<file path="config.mk">
export PLATFORM = sky130hd
export DESIGN_NAME = vec_pe
export DESIGN_NICKNAME = d
export VERILOG_FILES = /design/src/rtl/vec_pe.sv
export SDC_FILE = /design/constraint.sdc
export NUM_CORES = 2
export LEC_CHECK = 0
export CAP_MARGIN = 20
export CORE_ASPECT_RATIO = 0.7
export CORE_UTILIZATION = 65
export CTS_CLUSTER_SIZE = 20
export DETAILED_ROUTE_END_ITERATION = 12
export PLACE_DENSITY = 0.8
export SLEW_MARGIN = 20
export SYNTH_ARGS = -nofsm -noshare
export SYNTH_HDL_FRONTEND = slang
export SYNTH_SLANG_ARGS = --single-unit
</file>
<file path="constraint.sdc">
create_clock -name clk -period 10.25 [get_ports clk]
set_input_delay 2.05 -clock clk [delete_from_list [all_inputs] [get_ports clk]]
set_output_delay 2.05 -clock clk [all_outputs]
set_load 0.01 [all_outputs]
</file>
<file path="src/rtl/vec_pe.sv">
// -----------------------------------------------------------------------------
// vec_pe -- vector processing element
//
// Computes LANES signed neuron x weight products per accepted beat, reduces
// them with a balanced adder tree and accumulates the beat sums over a
// sequence framed by ctl[0] (first) and ctl[1] (last). The finished dot
// product is presented on a registered result port with valid/ready
// handshaking. A single global enable stalls the whole pipeline when the
// result register is full and not being consumed.
//
// Pipeline: S1 product register -> S2 adder-tree register -> S3 accumulator
//           and result register (3-edge latency from accept to vld_o).
//
// Parameters:
//   DW     signed element width of neuron and weight
//   LANES  parallel multipliers per beat (>= 1)
//   ACC_W  accumulator / result width (>= 2*DW + $clog2(LANES))
//
// Ports:
//   clk     in   clock
//   rst_n   in   asynchronous active-low reset
//   neuron  in   LANES*DW packed signed neurons, lane i at [i*DW +: DW]
//   weight  in   LANES*DW packed signed weights, same packing
//   vld_i   in   input beat valid
//   ctl     in   ctl[0]=first (restart accumulation), ctl[1]=last (emit)
//   rdy_o   out  input ready; beat accepted when vld_i & rdy_o
//   result  out  ACC_W signed accumulated dot product
//   len_o   out  number of beats contained in result (saturates at 16'hFFFF)
//   sat_o   out  result was clamped (saturation build only, else 0)
//   vld_o   out  result valid
//   rdy_i   in   downstream ready; result consumed when vld_o & rdy_i
//
// Build option:
//   VEC_PE_SAT_EN  when defined, every accumulation clamps to the ACC_W
//                  signed range and a sticky per-sequence flag is reported
//                  on sat_o. When undefined, the accumulator wraps.
// -----------------------------------------------------------------------------
module vec_pe #(
    parameter int DW    = 16,
    parameter int LANES = 4,
    parameter int ACC_W = 40
) (
    input  logic                   clk,
    input  logic                   rst_n,
    input  logic [LANES*DW-1:0]    neuron,
    input  logic [LANES*DW-1:0]    weight,
    input  logic                   vld_i,
    input  logic [1:0]             ctl,
    output logic                   rdy_o,
    output logic [ACC_W-1:0]       result,
    output logic [15:0]            len_o,
    output logic                   sat_o,
    output logic                   vld_o,
    input  logic                   rdy_i
);

    localparam int PW    = 2 * DW;
    localparam int SUM_W = 2 * DW + $clog2(LANES);
    localparam int LVL   = $clog2(LANES);
    localparam int NP    = 1 << LVL;   // lanes padded to a power of two

    // ------------------------------------------------------------------
    // Global enable: everything advances unless a held result blocks it.
    // ------------------------------------------------------------------
    logic w_en;
    logic r_vld_o;

    assign w_en  = ~r_vld_o | rdy_i;
    assign rdy_o = w_en;

    // ------------------------------------------------------------------
    // S1: per-lane multipliers
    // ------------------------------------------------------------------
    logic [LANES*PW-1:0] w_prod_flat;
    logic [LANES*PW-1:0] r_prod_flat;
    logic                r_s1_vld;
    logic [1:0]          r_s1_ctl;

    genvar gi;
    generate
        for (gi = 0; gi < LANES; gi++) begin : g_lane
            assign w_prod_flat[gi*PW +: PW] =
                $signed(neuron[gi*DW +: DW]) * $signed(weight[gi*DW +: DW]);
        end
    endgenerate

    always_ff @(posedge clk or negedge rst_n) begin
        if (!rst_n) begin
            r_prod_flat <= '0;
            r_s1_vld    <= 1'b0;
            r_s1_ctl    <= 2'b00;
        end else if (w_en) begin
            r_prod_flat <= w_prod_flat;
            r_s1_vld    <= vld_i;
            r_s1_ctl    <= ctl;
        end
    end

    // ------------------------------------------------------------------
    // S2: balanced adder tree stored as a heap (node k has children
    // 2k+1 and 2k+2; leaves occupy NP-1 .. 2*NP-2, root is node 0).
    // Padding leaves beyond LANES are zero.
    // ------------------------------------------------------------------
    logic [(2*NP-1)*SUM_W-1:0] w_tree;

    generate
        for (gi = 0; gi < NP; gi++) begin : g_leaf
            if (gi < LANES) begin : g_used
                assign w_tree[(NP-1+gi)*SUM_W +: SUM_W] =
                    SUM_W'($signed(r_prod_flat[gi*PW +: PW]));
            end else begin : g_pad
                assign w_tree[(NP-1+gi)*SUM_W +: SUM_W] = '0;
            end
        end
        for (gi = 0; gi < NP - 1; gi++) begin : g_node
            assign w_tree[gi*SUM_W +: SUM_W] =
                w_tree[(2*gi+1)*SUM_W +: SUM_W] + w_tree[(2*gi+2)*SUM_W +: SUM_W];
        end
    endgenerate

    logic signed [SUM_W-1:0] r_sum;
    logic                    r_s2_vld;
    logic [1:0]              r_s2_ctl;

    always_ff @(posedge clk or negedge rst_n) begin
        if (!rst_n) begin
            r_sum    <= '0;
            r_s2_vld <= 1'b0;
            r_s2_ctl <= 2'b00;
        end else if (w_en) begin
            r_sum    <= $signed(w_tree[0 +: SUM_W]);
            r_s2_vld <= r_s1_vld;
            r_s2_ctl <= r_s1_ctl;
        end
    end

    // ------------------------------------------------------------------
    // S3: accumulate
    // ------------------------------------------------------------------
    logic                    w_first;
    logic                    w_last;
    logic signed [ACC_W-1:0] w_sum_ext;
    logic signed [ACC_W-1:0] w_base;
    logic signed [ACC_W-1:0] w_next;
    logic [15:0]             w_cnt_next;

    logic signed [ACC_W-1:0] r_acc;
    logic [15:0]             r_cnt;
    logic [ACC_W-1:0]        r_result;
    logic [15:0]             r_len;

    assign w_first   = r_s2_ctl[0];
    assign w_last    = r_s2_ctl[1];
    assign w_sum_ext = ACC_W'(r_sum);
    assign w_base    = w_first ? '0 : r_acc;

    // Beat counter restarts on first and sticks at all-ones.
    assign w_cnt_next = w_first ? 16'd1 :
                        ((r_cnt == 16'hFFFF) ? 16'hFFFF : r_cnt + 16'd1);

`ifdef VEC_PE_SAT_EN
    localparam logic [ACC_W-1:0] ACC_MAX = {1'b0, {(ACC_W-1){1'b1}}};
    localparam logic [ACC_W-1:0] ACC_MIN = {1'b1, {(ACC_W-1){1'b0}}};

    logic signed [ACC_W:0] w_wide;
    logic                  w_clamp;
    logic                  w_flag_next;
    logic                  r_flag;
    logic                  r_sat;

    // One guard bit exposes overflow: the top two bits disagree.
    assign w_wide      = {w_base[ACC_W-1], w_base} + {w_sum_ext[ACC_W-1], w_sum_ext};
    assign w_clamp     = w_wide[ACC_W] ^ w_wide[ACC_W-1];
    assign w_next      = w_clamp ? (w_wide[ACC_W] ? ACC_MIN : ACC_MAX)
                                 : w_wide[ACC_W-1:0];
    assign w_flag_next = (w_first ? 1'b0 : r_flag) | w_clamp;
    assign sat_o       = r_sat;

    always_ff @(posedge clk or negedge rst_n) begin
        if (!rst_n) begin
            r_flag <= 1'b0;
            r_sat  <= 1'b0;
        end else if (w_en && r_s2_vld) begin
            if (w_last) begin
                r_sat  <= w_flag_next;
                r_flag <= 1'b0;
            end else begin
                r_flag <= w_flag_next;
            end
        end
    end
`else
    assign w_next = w_base + w_sum_ext;
    assign sat_o  = 1'b0;
`endif

    always_ff @(posedge clk or negedge rst_n) begin
        if (!rst_n) begin
            r_acc    <= '0;
            r_cnt    <= '0;
            r_result <= '0;
            r_len    <= '0;
            r_vld_o  <= 1'b0;
        end else if (w_en) begin
            if (r_s2_vld && w_last) begin
                // Emit and clear so a following beat without first
                // starts from zero.
                r_result <= w_next;
                r_len    <= w_cnt_next;
                r_vld_o  <= 1'b1;
                r_acc    <= '0;
                r_cnt    <= '0;
            end else begin
                // en with vld_o high implies rdy_i: any old result is
                // consumed this edge.
                r_vld_o <= 1'b0;
                if (r_s2_vld) begin
                    r_acc <= w_next;
                    r_cnt <= w_cnt_next;
                end
            end
        end
    end

    assign result = r_result;
    assign len_o  = r_len;
    assign vld_o  = r_vld_o;

endmodule

</file>
Word-level counts from Yosys, hierarchy flattened
Cells that the tools add are included.
- add/subtract/negate cells: 5
- multipliers: 4
- equality and inequality tests: 1
- multiplexer cells: 8
- bitwise gates (word level): 2
- reduce and logical (&&, ||, !) cells: 4
- operators by type and width (kind ; count):
    $mul 16x16->32 ; 4
    $mux 40 ; 3
    $add 32x32->33 ; 2
    $mux 16 ; 4
    $add 40x34->40 ; 1
    $add 34x34->34 ; 1
    $add 16x1->16 const B ; 1
    $eq 16x16->1 const B ; 1
    $reduce_and 2->1 ; 2
    $reduce_bool 2->1 ; 1
    $logic_and 1x1->1 ; 1
    $mux 1 ; 1
    $not 1->1 ; 1
    $or 1x1->1 ; 1
- bits in registers: 281
- output and inout bits: 59
- logic and storage cells: 35

Logic depth before layout (Yosys ltp)
- depth after elaboration: 5
- depth in mapped cells: 24
- mapped depth without buffers: 22

Worst setup path after synthesis
No wires, ideal clock.
- kind: input to register
- start point: input weight[7]
- end point: register r_prod_flat[31]
- setup time: 0.137 ns
- data arrival time: 7.678 ns
- data required time: 10.113 ns
- setup slack: 2.435 ns
- stages: 23
- buffers on the path: 1
- cells stage by stage: clkbuf_1 > nand2_1 > fa_1 > inv_1 > fa_1 > inv_1 > fa_1 > inv_1 > fa_1 > fa_1 > inv_1 > fa_1 > inv_1 > ha_1 > a21o_1 > a21oi_1 > o221ai_1 > a31o_2 > a2111oi_0 > o21ai_0 > a31oi_1 > xnor2_1 > a21oi_1
- longest elaborated chain between the ends: 1
- RTL lines (item ; line ; text):
    start: declaration ; 46 ; input logic [LANES*DW-1:0] weight,
    $mul 16x16->32 ; 83 ; $signed(neuron[gi*DW +: DW]) * $signed(weight[gi*DW +: DW]);
    end signal: assignment ; 93 ; r_prod_flat <= w_prod_flat;
    end: declaration ; 75 ; logic [LANES*PW-1:0] r_prod_flat;
No other way between the ends.
A chain may end at the register's enable or synchronous reset.

Worst setup path in the final report
- start point: input weight[1]
- end point: register r_prod_flat[31]
The elaborated chain is that of the path after synthesis.

==> impl_metrics.csv <==
group,metric,value,unit
sta,max_freq,0.114,GHz
floorplan,io_pins,193,
drt,drt_pass1_iterations,6,
sta,hold_ws,0.472,ns
global_route,grt_pass1_wl,228000,µm
logic_synthesis,ys.flop_type,"dfrtp_1",
setup_path,arrival,9.15,ns
cts,clock_sinks,281,
setup_path,crit_chain,"clkdlybuf4s50_1 -> nand2_1 -> inv_1 -> fa_1 -> fa_1 -> fa_1 -> fa_1 -> fa_1 -> inv_1 -> fa_1 -> inv_1 -> ha_1 -> and2_1 -> nand3_1 -> o31ai_1 -> a2111oi_0 -> o21ai_0 -> a31oi_1 -> xnor2_1 -> a21oi_1",
drt,drtAntennaViolNets,0,
global_route,grt_usage,32.0,%
cts,cts_htree_levels,1,
floorplan,dieArea,88100,µm²
drt,drtIter0Drc,3422,
cts,cts.clk_slew.worst_paths,0.07,ns
setup_path,crit_top_cell,"fa_1",
logic_synthesis,synth_top_area_share,37.3,%
logic_synthesis,yosys.area.top_type,"fa_1",
setup_path,reg2reg_from,"r_prod_flat[32]$_DFFE_PN0N_",
floorplan,die_height,249,µm
floorplan,die_w,354,µm
layout,layout-drive-gt1-share,1.64,%
setup_path,r2r_end,"r_sum[32]$_DFFE_PN0N_",
global_route,grt_start_max_net_pins,164,
setup_path,endpoint_kind,"flop",
setup_path,cpPeakStageDelay,0.91,ns
sta,rsz0062_at_grt,"false",
sta,fin_tns_setup,0,ns
global_route,grt_pass1_vias,44900,
drt,met1Wirelength,58200,µm
place,dp_hpwl,109000,µm
drt,num_vias,42900,
drt,wl_per_cell,18.2,µm
setup_path,ff2ff_path_depth,19,
place,dp_slack,1.09,ns
setup_path,cp.required,10.66,ns
sta,fin_skew,0.0336,ns
setup_path,path_class,"input pin to flop",
worst_hold_path,hp-class,"flop to flop",
layout,fillerInstances,6635,
global_route,grt_remaining_overflow,0,
logic_synthesis,synth_warnings,0,
sta,hold_viol,0,
logic_synthesis,synth-seq-cells,281,
logic_synthesis,yosys-top-cells-count,"1,180 x inv_1, 1,052 x fa_1, 810 x nand2_1",
drt,drc,0,
place,placed_cell_area,59100,µm²
sta,min_period_over_period,85.2,%
setup_path,critPathMaxFanout,16,
place,gp_congestion,0.939,
setup_path,path_buf_inv,4,
sta,finalSetupViolCount,0,
cts,postCtsSetupRepairBufs,0,
sta,slew_headroom,34.0,%
logic_synthesis,syn_inst,6253,
setup_path,start_kind,"input pin",
sta,slew_viol_final,0,
floorplan,num_rows,90,
drt,top_layer,"met4",
outcome,status,"finished, final reports clean",
cts,clock_latency,0.60,ns
drt,via_per_inst,5.77,
setup_path,critPathCapture,"r_prod_flat[31]$_DFFE_PN0N_",
cts,cts_tree,"done",
floorplan,start_util,65.6,%
setup_path,slowest_stage,"fa_1",
logic_synthesis,synth_edf_count,0,
cts,cts_buffer_depth,3,
setup_path,critPathTopFamily,"adder cells",
layout,final_area,60100,µm²
floorplan,core_area,86000,µm²
place,numPortBuffers,191,
sta,setup_ws,1.51,ns
sta,final.min_clock_period,8.74,ns
drt,wl_met3,9890,µm
cts,cts_resized,0,
logic_synthesis,synth_nets,7904,
cts,cts_buffers,27,
logic_synthesis,yosysSeqAreaShare,12.5,%
setup_path,critPathLaunch,"weight[1]",
flow_run,max-cap-violations,0,
layout,diodes,0,
logic_synthesis,yosys-top-cells-area,"fa_1 37%, dfrtp_1 12%, ha_1 10%",
logic_synthesis,async_reset_ff_share,100,%
layout,syn_to_final_growth,6.38,%
global_route,antenna_found_initial,0,
sta,tightest_slew,0.966,ns
logic_synthesis,syn_area,56500,µm²
drt,wirelength,135000,µm
setup_path,worstSetupPathDepth,20,
cts,root_buffer,"clkbuf_16",
drt,wl_met2,64300,µm
logic_synthesis,synth_cell_types,79,
logic_synthesis,avgSynthCellArea,9.03,µm²
logic_synthesis,yosysMostFrequentCell,"inv_1",
setup_path,r2r_setup_slack,4.77,ns
cts,cts_hold_buf,0,
layout,nNetsFinal,7922,
-- through the flow --
stage	utilization, %	std cells
2_1_floorplan	-	6253
3_3_place_gp	68.7	7392
3_5_place_dp	68.7	7392
4_1_cts	69.8	7442
5_1_grt	69.8	7442
6_report	69.8	7442
-- how the worst min path moves through the flow --
stage                                 start                 endpoint  slack [ns]  cells past startpoint
detailed placement  r_s1_ctl[0]$_DFFE_PN0N_  r_s1_ctl[0]$_DFFE_PN0N_        0.46                      2
global route           len_o[4]$_DFFE_PN0P_     len_o[4]$_DFFE_PN0P_        0.49                      1
finish              r_s1_ctl[0]$_DFFE_PN0N_  r_s1_ctl[0]$_DFFE_PN0N_        0.47                      2
global placement    r_s1_ctl[0]$_DFFE_PN0N_  r_s1_ctl[0]$_DFFE_PN0N_        0.45                      2
CTS                 r_s1_ctl[0]$_DFFE_PN0N_  r_s1_ctl[0]$_DFFE_PN0N_        0.47                      2
floorplan           r_s1_ctl[0]$_DFFE_PN0N_  r_s1_ctl[0]$_DFFE_PN0N_        0.44                      2
-- worst register-to-register path: cells and delay by family (launching register included) --
kind,cells,cell delay (ns)
AO/OA/AOI/OAI,11,3.01
XOR/XNOR,1,0.43
adder cells (fa/ha/maj),3,0.85
flip-flops,1,0.40
AND/OR/NAND/NOR,4,0.72
-- placed cells by master (no fill, tap or decap), types with 7 or more instances in the layout --
master / instances
a21boi_0: 9
a31o_2: 8
and2_1: 504
clkbuf_16: 27
fa_1: 1052
mux2_2: 14
nand3_1: 69
and3_1: 30
nor2b_1: 62
nor4_1: 10
or4_1: 8
o21ai_0: 218
a22o_1: 45
nand2_1: 809
a21o_1: 119
o31ai_1: 23
dfrtp_1: 280
clkdlybuf4s50_1: 190
inv_1: 1180
buf_4: 13
ha_1: 465
a211o_1: 7
a2111oi_0: 7
o21bai_1: 29
xnor2_1: 169
nor2_1: 229
a211oi_1: 44
o21a_1: 30
a21oi_1: 261
o211ai_1: 22
nor3b_1: 12
xor2_1: 92
a31oi_1: 23
nor3_1: 40
or3_1: 13
nand4_1: 21
nand2b_1: 46
-- layout make-up --
type | count | area, µm² | share of cell area, %
inverters | 1181 | 4440 | 7.39
clock inverters | 12 | 158 | 0.262
multi-input cells | 4575 | 44200 | 73.6
repair buffers | 205 | 2030 | 3.39
flip-flops and latches | 281 | 7030 | 11.7
clock buffers | 38 | 767 | 1.28
well taps | 1150 | 1440 | 2.40
-- flip-flops by register name (all words and copies together), names as in the netlist --
signal and flops:
r_sum 34, r_prod_flat 128, len_o 16, r_cnt 16, r_acc 40, vld_o 1, result 40, r_s1_vld 1
r_s2_vld 1, r_s2_ctl 2, r_s1_ctl 2
-- logic make-up (layout without fill, tap and decap cells) --
family / after synthesis / after routing / share of synthesized area [%]
simple gates: 1874 / 1874 / 16.0
compound gates: 902 / 902 / 10.2
fa+ha+maj: 1517 / 1517 / 47.6
mux: 20 / 20 / 0.386
buf+inv: 1397 / 1436 / 9.29
xor+xnor: 261 / 261 / 4.05
flops: 281 / 281 / 12.5
other cells: 1 / 1 / 0.00664
-- metal layers --
metal | up-vias | GRT usage, %
li1 | 19500 | -
met1 | 21700 | 46.6
met2 | 1540 | 52.0
met5 | - | 0
met3 | 211 | 4.31
met4 | 0 | 6.32
Power is not shown: default switching activity piles up to over one toggle a cycle in this logic, so the estimate is an artifact.
